## config.mk

```make
export PLATFORM = sky130hd
export DESIGN_NAME = ram_fifo_ctrl
export DESIGN_NICKNAME = d
export VERILOG_FILES = /design/src/rtl/ram_fifo_pkg.sv /design/src/rtl/ram_fifo_ptr.sv /design/src/rtl/ram_fifo_ctrl.sv
export SDC_FILE = /design/constraint.sdc
export NUM_CORES = 1
export LEC_CHECK = 0
export ABC_AREA = 1
export CAP_MARGIN = 30
export CORE_MARGIN = 3
export CORE_UTILIZATION = 41
export CTS_CLUSTER_DIAMETER = 100
export CTS_CLUSTER_SIZE = 30
export DETAILED_ROUTE_END_ITERATION = 8
export PLACE_DENSITY = 0.8
export SETUP_SLACK_MARGIN = 0.1
export SLEW_MARGIN = 15
export SYNTH_ARGS = -nofsm -noshare
export SYNTH_HDL_FRONTEND = slang
export SYNTH_SLANG_ARGS = --single-unit
```

## constraint.sdc

```tcl
create_clock -name clk -period 2 [get_ports clk]
set_input_delay 0.4 -clock clk [delete_from_list [all_inputs] [get_ports clk]]
set_output_delay 0.4 -clock clk [all_outputs]
set_load 0.05 [all_outputs]
```

## src/rtl/ram_fifo_pkg.sv

```systemverilog
// Shared definitions for the RAM-backed FIFO controller: default geometry,
// statistics counter width and the wrapping pointer increment.
package ram_fifo_pkg;

    localparam int DEF_WIDTH   = 8;
    localparam int DEF_DEPTH   = 8;
    localparam int STALL_CNT_W = 16;

    // Next pointer value for a ring of 'depth' entries (wraps depth-1 -> 0).
    function automatic int unsigned ptr_next(input int unsigned ptr, input int unsigned depth);
        return (ptr >= depth - 1) ? 0 : ptr + 1;
    endfunction

endpackage

```

## src/rtl/ram_fifo_ptr.sv

```systemverilog
// Wrapping RAM pointer: advances by one on 'adv', wraps at DEPTH-1 so a
// non-power-of-two RAM depth is handled correctly.
module ram_fifo_ptr
    import ram_fifo_pkg::*;
#(
    parameter int  DEPTH = DEF_DEPTH,
    localparam int AW    = $clog2(DEPTH)
) (
    input  logic          clk,
    input  logic          rst_n,
    input  logic          adv,
    output logic [AW-1:0] ptr
);

    logic [AW-1:0] ptr_nxt;

    // Wrapped increment of the current pointer.
    always_comb begin
        ptr_nxt = AW'(ptr_next(32'(ptr), DEPTH));
    end

    // Pointer register, moves only when the owning side is granted the port.
    always_ff @(posedge clk or negedge rst_n) begin
        if (!rst_n) begin
            ptr <= '0;
        end else if (adv) begin
            ptr <= ptr_nxt;
        end
    end

endmodule

```

## src/rtl/ram_fifo_ctrl.sv

```systemverilog
// FIFO controller in front of a single-port synchronous RAM. Reads win the
// RAM port; a read blocks the following read (in-flight flag), so a write
// slot is always available on the next cycle.
// Optional build macro: RAM_FIFO_CTRL_STATS_EN enables the write-stall counter;
// without it stall_cnt is constant zero.
module ram_fifo_ctrl
    import ram_fifo_pkg::*;
#(
    parameter int  WIDTH         = DEF_WIDTH,
    parameter int  DEPTH         = DEF_DEPTH,
    localparam int ADDRESS_WIDTH = $clog2(DEPTH)
) (
    input  logic                     clk,
    input  logic                     rst_n,
    input  logic                     s_valid,
    input  logic [WIDTH-1:0]         s_data,
    output logic                     s_ready,
    output logic                     m_valid,
    output logic [WIDTH-1:0]         m_data,
    input  logic                     m_ready,
    output logic                     ram_wr_en,
    output logic [ADDRESS_WIDTH-1:0] ram_addr,
    output logic [WIDTH-1:0]         ram_wdata,
    input  logic [WIDTH-1:0]         ram_rdata,
    output logic [ADDRESS_WIDTH:0]   level,
    output logic [STALL_CNT_W-1:0]   stall_cnt
);

    localparam logic [ADDRESS_WIDTH:0] FULL_CNT = (ADDRESS_WIDTH+1)'(DEPTH);

    logic [ADDRESS_WIDTH-1:0] wr_ptr;
    logic [ADDRESS_WIDTH-1:0] rd_ptr;
    logic [ADDRESS_WIDTH:0]   count;
    logic                     rd_inflight;
    logic                     out_valid;
    logic [WIDTH-1:0]         out_data;
    logic                     not_full;
    logic                     rd_go;
    logic                     wr_go;

    // Port arbitration: a read is issued only when its result has somewhere to
    // land next cycle; m_ready reaches s_ready combinationally through rd_go.
    assign not_full  = (count != FULL_CNT);
    assign rd_go     = (count != '0) && !rd_inflight && (!out_valid || m_ready);
    assign wr_go     = s_valid && not_full && !rd_go;
    assign s_ready   = not_full && !rd_go;

    assign ram_wr_en = wr_go;
    assign ram_addr  = rd_go ? rd_ptr : wr_ptr;
    assign ram_wdata = s_data;

    assign m_valid   = out_valid;
    assign m_data    = out_data;
    assign level     = count + {{ADDRESS_WIDTH{1'b0}}, rd_inflight}
                             + {{ADDRESS_WIDTH{1'b0}}, out_valid};

    ram_fifo_ptr #(.DEPTH(DEPTH)) u_wr_ptr (
        .clk   (clk),
        .rst_n (rst_n),
        .adv   (wr_go),
        .ptr   (wr_ptr)
    );

    ram_fifo_ptr #(.DEPTH(DEPTH)) u_rd_ptr (
        .clk   (clk),
        .rst_n (rst_n),
        .adv   (rd_go),
        .ptr   (rd_ptr)
    );

    // Words resident in the RAM; the port is exclusive so only one direction per cycle.
    always_ff @(posedge clk or negedge rst_n) begin
        if (!rst_n) begin
            count <= '0;
        end else if (rd_go) begin
            count <= count - 1'b1;
        end else if (wr_go) begin
            count <= count + 1'b1;
        end
    end

    // Read pipeline: in-flight flag, then capture of the RAM's registered output.
    always_ff @(posedge clk or negedge rst_n) begin
        if (!rst_n) begin
            rd_inflight <= 1'b0;
            out_valid   <= 1'b0;
            out_data    <= '0;
        end else begin
            rd_inflight <= rd_go;
            if (rd_inflight) begin
                out_data  <= ram_rdata;
                out_valid <= 1'b1;
            end else if (out_valid && m_ready) begin
                out_valid <= 1'b0;
            end
        end
    end

`ifdef RAM_FIFO_CTRL_STATS_EN
    // Saturating count of cycles where the producer was held off.
    always_ff @(posedge clk or negedge rst_n) begin
        if (!rst_n) begin
            stall_cnt <= '0;
        end else if (s_valid && !s_ready && (stall_cnt != '1)) begin
            stall_cnt <= stall_cnt + 1'b1;
        end
    end
`else
    assign stall_cnt = '0;
`endif

endmodule

```

-- Word-level counts from Yosys, hierarchy flattened
Cells that the tools add are included.
- register bits: 20
- input bits: 20
- logic and storage cells: 35
- add/subtract/negate cells: 6
- $lt $le $gt $ge: 2
- equality and inequality tests: 1
- muxes and demuxes: 7
- reductions and logical operators: 13
- operators by type and width (operator ; number):
    3-bit two-way mux ; 3
    4-bit by 1-bit adder with 4-bit output ; 2
    4-bit two-way mux ; 2
    3-bit by 1-bit adder with 3-bit output (second input constant) ; 2
    3-bit >= comparator (second input constant) ; 2
    1-bit logical AND ; 6
    4-bit by 1-bit adder with 4-bit output (second input constant) ; 1
    4-bit != test (second input constant) ; 1
    2-bit nonzero test ; 2
    4-bit nonzero test ; 1
    4-bit by 1-bit subtractor with 4-bit output (second input constant) ; 1
    1-bit logical NOT ; 3
    1-bit two-way mux ; 2
    1-bit logical OR ; 1

-- Depth between registers and ports, before layout
Gate-level depths: netlist of the first run.
- word-level depth: 7
- gate-level depth with buffers: 12

-- By module
From an unflattened synthesis of the first run, not the netlist that was laid out.
- cells, all modules: 169
- area total of the unflattened synthesis: 1320.0 µm²
- by module, submodules not included (module ; times used ; cells each ; area each (µm²) ; seq. area each (µm²)):
    ram_fifo_ctrl ; 1 ; 127 ; 987.2 ; 350.3
    ram_fifo_ptr ; 2 ; 21 ; 166.4 ; 75.1

-- Least setup slack after synthesis of the first run
OpenSTA, ideal clock, no wires.
- path kind: flip-flop to output port
- from: reg out_valid (netlist: m_valid)
- to: out level[2]
- data arrival time: 2.195 ns
- slack: -0.595 ns
- cell stages (with the launch flop): 6
- cell sequence: dfrtp_1 inv_1 fa_1 inv_1 ha_1 xor2_1
- word-level cells in the longest chain between the ends: 1
- RTL lines (what ; line ; RTL):
    start: declaration ; ram_fifo_ctrl.sv:35 ; logic out_valid;
    start signal: assignment ; ram_fifo_ctrl.sv:86 ; out_valid <= 1'b0;
    start signal: assignment ; ram_fifo_ctrl.sv:92 ; out_valid <= 1'b1;
    start signal: assignment ; ram_fifo_ctrl.sv:94 ; out_valid <= 1'b0;
    4-bit by 1-bit adder with 4-bit output ; ram_fifo_ctrl.sv:55 ; + {{ADDRESS_WIDTH{1'b0}}, out_valid};
    end: declaration ; ram_fifo_ctrl.sv:25 ; output logic [ADDRESS_WIDTH:0] level,
Every way passes these cells.

-- Worst setup path after layout of the first run
- from: reg count[0]
- to: out level[2]
- word-level cells in the longest chain between the ends: 2
- RTL lines (what ; line ; RTL):
    start: declaration ; ram_fifo_ctrl.sv:33 ; logic [ADDRESS_WIDTH:0] count;
    start signal: assignment ; ram_fifo_ctrl.sv:76 ; count <= count - 1'b1;
    start signal: assignment ; ram_fifo_ctrl.sv:78 ; count <= count + 1'b1;
    4-bit by 1-bit adder with 4-bit output ; ram_fifo_ctrl.sv:54 ; assign level = count + {{ADDRESS_WIDTH{1'b0}}, rd_inflight}
    4-bit by 1-bit adder with 4-bit output ; ram_fifo_ctrl.sv:55 ;
Every way passes these cells.

==> run summary, run 1 <==
Final nets: 230
failing checks: setup timing
GRT Total Usage: 0.165
io pins: 62
largest family of logic cells by synthesized area: buffers and inverters
Final Slew Violations: 0
Worst Max-Slew Pin Slew: 0.517 ns
CP endpoint kind: primary output
met3 WL: 189 µm
gr ovfl total: 0
fin util: 0.676
remaining antenna violation count after routing: 0
Post-Synth Adder-Cell Area: 0.0729
post-synthesis cell type count: 25
complex-gate fraction of the synthesized area: 0.0920
CP max FO: 2
final worst-path cycle share: 1.05
vias in the first global route: 1079
Final Setup Violations: 4
antenna fix cells: 0
flops & latches, synth: 20
Fin. Hold Viols: 0
drt pass-1 iters: 4
initial antenna violation count: 0
Initial Utilization: 0.450
Mean Syn Cell Area: 8.21 µm²
Area contributors post-synth: dfrtp_1, buf_4, nand2_1, inv_1, ha_1
Setup Slack @ Placement: -0.0866 ns
initial DRC count: 24
RD Place Congestion: 0.915
routed via count: 1093
most instantiated cells after synthesis: nand2_1, buf_4, inv_1
slack of the critical path: -0.0942 ns
Worst R2R Start: rd_inflight$_DFF_PN0_
area delta synth->final: 50.3%
R2R Setup Slk: 0.13 ns
Crit path top cell by count: inv_2
Clock Tree Root: clkbuf_4
Slew HR: 0.655
RSZ-0062 raised after global routing: yes
fmax: 0.478 GHz
DRC Markers: 0
uppermost layer routed: met4
Worst-path clk slew: 0.12 ns
M1 wire length: 1.25 mm
ys async rst share: 1.00
critical path class: flip-flop to primary output
Synth Area in Simple Gates: 0.201
met2 wire len: 1.50 mm
CTS H-tree depth: 1
Setup crit start: count[0]$_DFFE_PN0P_
Clock Skew: 0.00578 ns
worst hold-check path type: primary input to asynchronous set/reset pin
Critical Path Max Stage Delay: 0.38 ns
layout cells sized above 1: 0.322
startpoint types: flip-flop
status: finished, violations left
post-synthesis sequential area ratio: 0.384
Horiz. Die Dim: 62.4 µm
share of the synthesized area in the top cell type: 0.384
vias per cell: 4.48
largest net degree at the start of global routing: 21
post-synthesis mux area share: 0
Post-synth EDFFs: 0
CTS Buffer Depth: 2
post-synth top area cell: dfrtp_1
Period minus WS final: 2.09 ns
DRT Wirelength: 2.99 mm
clock latency on the worst-skew pair: 0.31 ns
placed insts: 231
core area: 0.00290 mm²
Cell Rows: 19
Yosys Warn Count: 0
Setup crit end: level[2]
dpl hpwl: 2.05 mm
Mapped Area: 0.00131 mm²
number of max-cap violations: 0
CTS tree: done
total CTS buffers: 3
R2R cell count: 12
Post-Synth XOR/XNOR Area: 0.0201
Post-synth top flop: dfrtp_1
first-pass GRT wire length: 5.11 mm
# port buffers: 29
clk sink count: 20
Reg-to-Reg End: count[2]$_DFFE_PN0P_
required time of the critical path: 1.60 ns
Mapped Cells: 159
fin cells: 244
Die H: 62.4 µm
worst path arrival time: 1.69 ns
CP Cell Sequence: inv_2 > fa_2 > inv_2 > ha_4 > xor2_4 > buf_12
Routed WL per cell: 12.2 µm
most common cell in the netlist: nand2_1
Critical Path Slowest Stage Cell: dfrtp_1
Die ar.: 0.00390 mm²
-- critical path, delay by kind of cell, from the launching register on --
family / cells / cell delay (ns)
adders and majority gates: 2 / 0.52
xor gates and xnor gates: 1 / 0.16
DFF: 1 / 0.38
buffers and inverters: 3 / 0.31
-- stage by stage --
step | setup TNS [ns] | area, µm² | hold WS, ns
6_report | -0.164 | 1960 | 0.415
4_1_cts | -0.158 | 1920 | 0.433
5_1_grt | -0.656 | 1960 | 0.423
3_5_place_dp | -0.298 | 1750 | 0.458
3_3_place_gp | -0.0939 | 1750 | 0.453
2_1_floorplan | -0.205 | 1430 | 0.104
-- final cells by class --
| type | instances | area [µm²] |
|---|---|---|
| tap | 42 | 52.6 |
| multi-input combinational | 103 | 714 |
| inverter | 25 | 97.6 |
| timing repair buffer | 50 | 559 |
| fill | 218 | 938 |
| sequential | 20 | 502 |
| clock buffer | 4 | 36.3 |
-- placed cells by master, fill, tap and decap left out, drive strengths merged, types with 2 or more instances in the layout --
cell and count:
a21oi 3, buf 30, clkbuf 4, clkdlybuf4s50 10, conb 16, dfrtp 20, dlygate4sd2 2, dlymetal6s2s 8
ha 6, inv 24, nand2 41, nand3 12, nor2 5, o21ai 9, o22ai 3, xor2 3
-- cells by family (layout without fill, tap and decap cells) --
| family | count (synthesis) | in the layout |
|---|---|---|
| xor gates and xnor gates | 3 | 3 |
| AOI/OAI and AO/OA | 19 | 19 |
| adders and majority gates | 7 | 7 |
| DFF | 20 | 20 |
| other | 1 | 16 |
| and+or+nand+nor | 58 | 58 |
| buffers and inverters | 51 | 79 |
-- flip-flops by register name, summed over array words and instances, names as in the netlist --
signal,count
count,4
m_valid,1
rd_inflight,1
u_rd_ptr.ptr,3
m_data,8
u_wr_ptr.ptr,3
-- per-layer routing --
layer  up-vias  track usage
met5         -            0
met4         0       0.0716
met3         7       0.0468
met2        37        0.274
met1       505        0.198
li1        544            -
-- worst min path at each step --
stage / from / to / slack, ns / cells past startpoint
floorplan: rst_n / count[0]$_DFFE_PN0P_ / 0.10 / 0
global placement: m_data[2]$_DFFE_PN0P_ / m_data[2]$_DFFE_PN0P_ / 0.45 / 2
detailed placement: m_data[2]$_DFFE_PN0P_ / m_data[2]$_DFFE_PN0P_ / 0.46 / 2
CTS: rst_n / m_data[1]$_DFFE_PN0P_ / 0.43 / 2
global route: rst_n / m_data[1]$_DFFE_PN0P_ / 0.42 / 2
finish: rst_n / count[2]$_DFFE_PN0P_ / 0.42 / 2
-- repair_timing --
action / in CTS / in global routing
pin swaps: 4 / 2
hold buffers: 0 / 0
gates resized for setup: 24 / 11
buffers inserted: 7 / 2
setup endpoints to repair: 10 / 20
Power of run 1 is not shown: default switching activity piles up to over one toggle a cycle in this logic, so the estimate is an artifact.
==> inputs of run 2 (changes only) <==
Settings changed: HOLD_SLACK_MARGIN from default to 0.12.
==> results of run 2 <==
Same layout as run 1: the final DEF is identical, and so are final timing and power.
Power of run 2 is left out for the same reason.
==> variant (config.mk and constraints of run 2) <==
The option `RAM_FIFO_CTRL_STATS_EN` is turned on by a define.
--- a/src/rtl/ram_fifo_ctrl.sv
+++ b/src/rtl/ram_fifo_ctrl.sv
@@ -5,2 +5,4 @@
 // without it stall_cnt is constant zero.
+`define RAM_FIFO_CTRL_STATS_EN
+
 module ram_fifo_ctrl
Behaviour: not the same (Yosys sat finds a counterexample within 4 cycles, from zero or initial values and one cycle with rst_n low).
==> variant against run 2 <==
- the run still ends with setup timing left
- sequential cell count grew 16
- routed wire length grew 59%
- critical path type unchanged
- area after synthesis grew 67%
- maximum frequency grew 0.52%
- cell area grew 53%
- critical path depth is the same
- worst setup slack gained 0.011 ns
==> variant: results (changes against run 2) <==
* DP Cell Count at 400 (+73%)
* HPWL Detailed at 3640 microns (+78%)
* Number of CTS-inserted buffers at 5 (+2)
* Critical path's largest stage delay at 0.42 ns (+0.04 ns)
* Setup crit start: rd_inflight
* Worst-path clk slew at 0.07 ns (-0.05 ns)
* Failing checks: setup timing
* Seq/Total Area, Yosys at 41.3% (+3.0 points)
* Vias in the first global route at 1,785 (+65%)
* # nets final at 375 (+63%)
* First-pass GRT wire length at 8050 microns (+58%)
* Final hold slack at 0.475 ns (+0.0598 ns)
* Avg Inst Size Synth at 7.62 sq um (-7.1%)
* FF-to-FF End: count[3]
* Status: finished with violations
* Max reg flops at 16 (+8)
* Aggregate routed wire length at 4740 microns (+59%)
* Final setup violation count at 6 (+2)
* Placed Area at 0.00287 sq mm (+64%)
* Synth top area cells: dfrtp_1 41%, nand2_1 20%, ha_1 4.6%
* Clk Latency, worst-skew pair at 0.29 ns (-0.02 ns)
* Final worst slack at -0.0832 ns (+0.0109 ns)
* Initial DRC Count at 72 (+200%)
* PortBufs at 45 (+55%)
* Hold Crit Class: reg -> reg
* Largest net degree at the start of global routing at 37 (+76%)
* Placer Congestion at 0.813 (-11%)
* Clock skew at 0.00579 ns (+0.00000874 ns)
* Via count at 1,953 (+79%)
* Path depth of the worst reg2reg path at 11 (-1)
* Non-Filler Instances at 412 (+69%)
* Top post-synthesis cells by count: 116 x nand2_1, 36 x dfrtp_1, 24 x inv_1
* Reg2reg setup slack at 0.23 ns (+0.10 ns)
* CTS root buf: clkbuf_8
* Htree depth at 2 (+1)
-- variant: cell families after synthesis --
group	Yosys count	synth area share, %
xor gates and xnor gates	11	4.42
adders and majority gates	10	6.43
AOI/OAI and AO/OA	16	4.19
buffers and inverters	40	9.13
and+or+nand+nor	173	34.5
DFF	36	41.3
-- variant: timing repair --
item | CTS | global route
setup buffers | 3 | 2
gates cloned | 0 | 0
setup endpoints to repair | 13 | 10
pin swaps | 3 | 0
resized for setup | 7 | 2
hold buffers | 0 | 0
-- variant: tightest hold or removal path, cell delays in order (launching register included) --
cell and delay, ns:
dfrtp_1 0.34, nand2_1 0.05, nand2_1 0.05
-- variant: how the worst min path moves through the flow --
| stage | from | endpoint | cells after the start |
|---|---|---|---|
| after floorplan | rst_n | count[0] | 0 |
| after global placement | m_data[2] | m_data[2] | 2 |
| after detailed placement | m_data[1] | m_data[1] | 2 |
| after CTS | m_data[1] | m_data[1] | 2 |
| after global routing | m_data[4] | m_data[4] | 2 |
| final | m_data[0] | m_data[0] | 2 |
-- variant: through the flow --
stage                     setup slack [ns]  setup TNS, ns
after detailed placement            -0.111         -0.306
after floorplan                     0.0841              0
after global routing                -0.172         -0.774
final                              -0.0832         -0.189
after global placement             -0.0459         -0.162
after CTS                          -0.0971         -0.325
-- variant: power groups by stage --
stage | Sequential, mW | Combinational, mW | Clock, mW
6_report | 1.19 | 3.89 | 0.556
5_1_grt | 1.24 | 4.19 | 0.601
4_1_cts | 1.19 | 3.88 | 0.576
3_5_place_dp | 1.22 | 3.80 | 0
3_3_place_gp | 1.21 | 3.73 | 0
2_1_floorplan | 1.68 | 1.90 | 0
-- variant: layout make-up --
cell class | instances | area (sq um)
Inverter | 28 | 113
Timing Repair Buffer | 64 | 658
Fill cell | 459 | 1930
Sequential cell | 36 | 902
Multi-Input combinational cell | 210 | 1160
Tap cell | 67 | 83.8
Clock buffer | 7 | 96.3
-- variant: routing by layer --
layer,wire [microns],global-route usage (%),vias up
li1,-,-,1003
met1,2160,21.3,885
met2,2180,26.1,57
met3,328,4.42,8
met4,74,6.36,0
met5,0,0,-
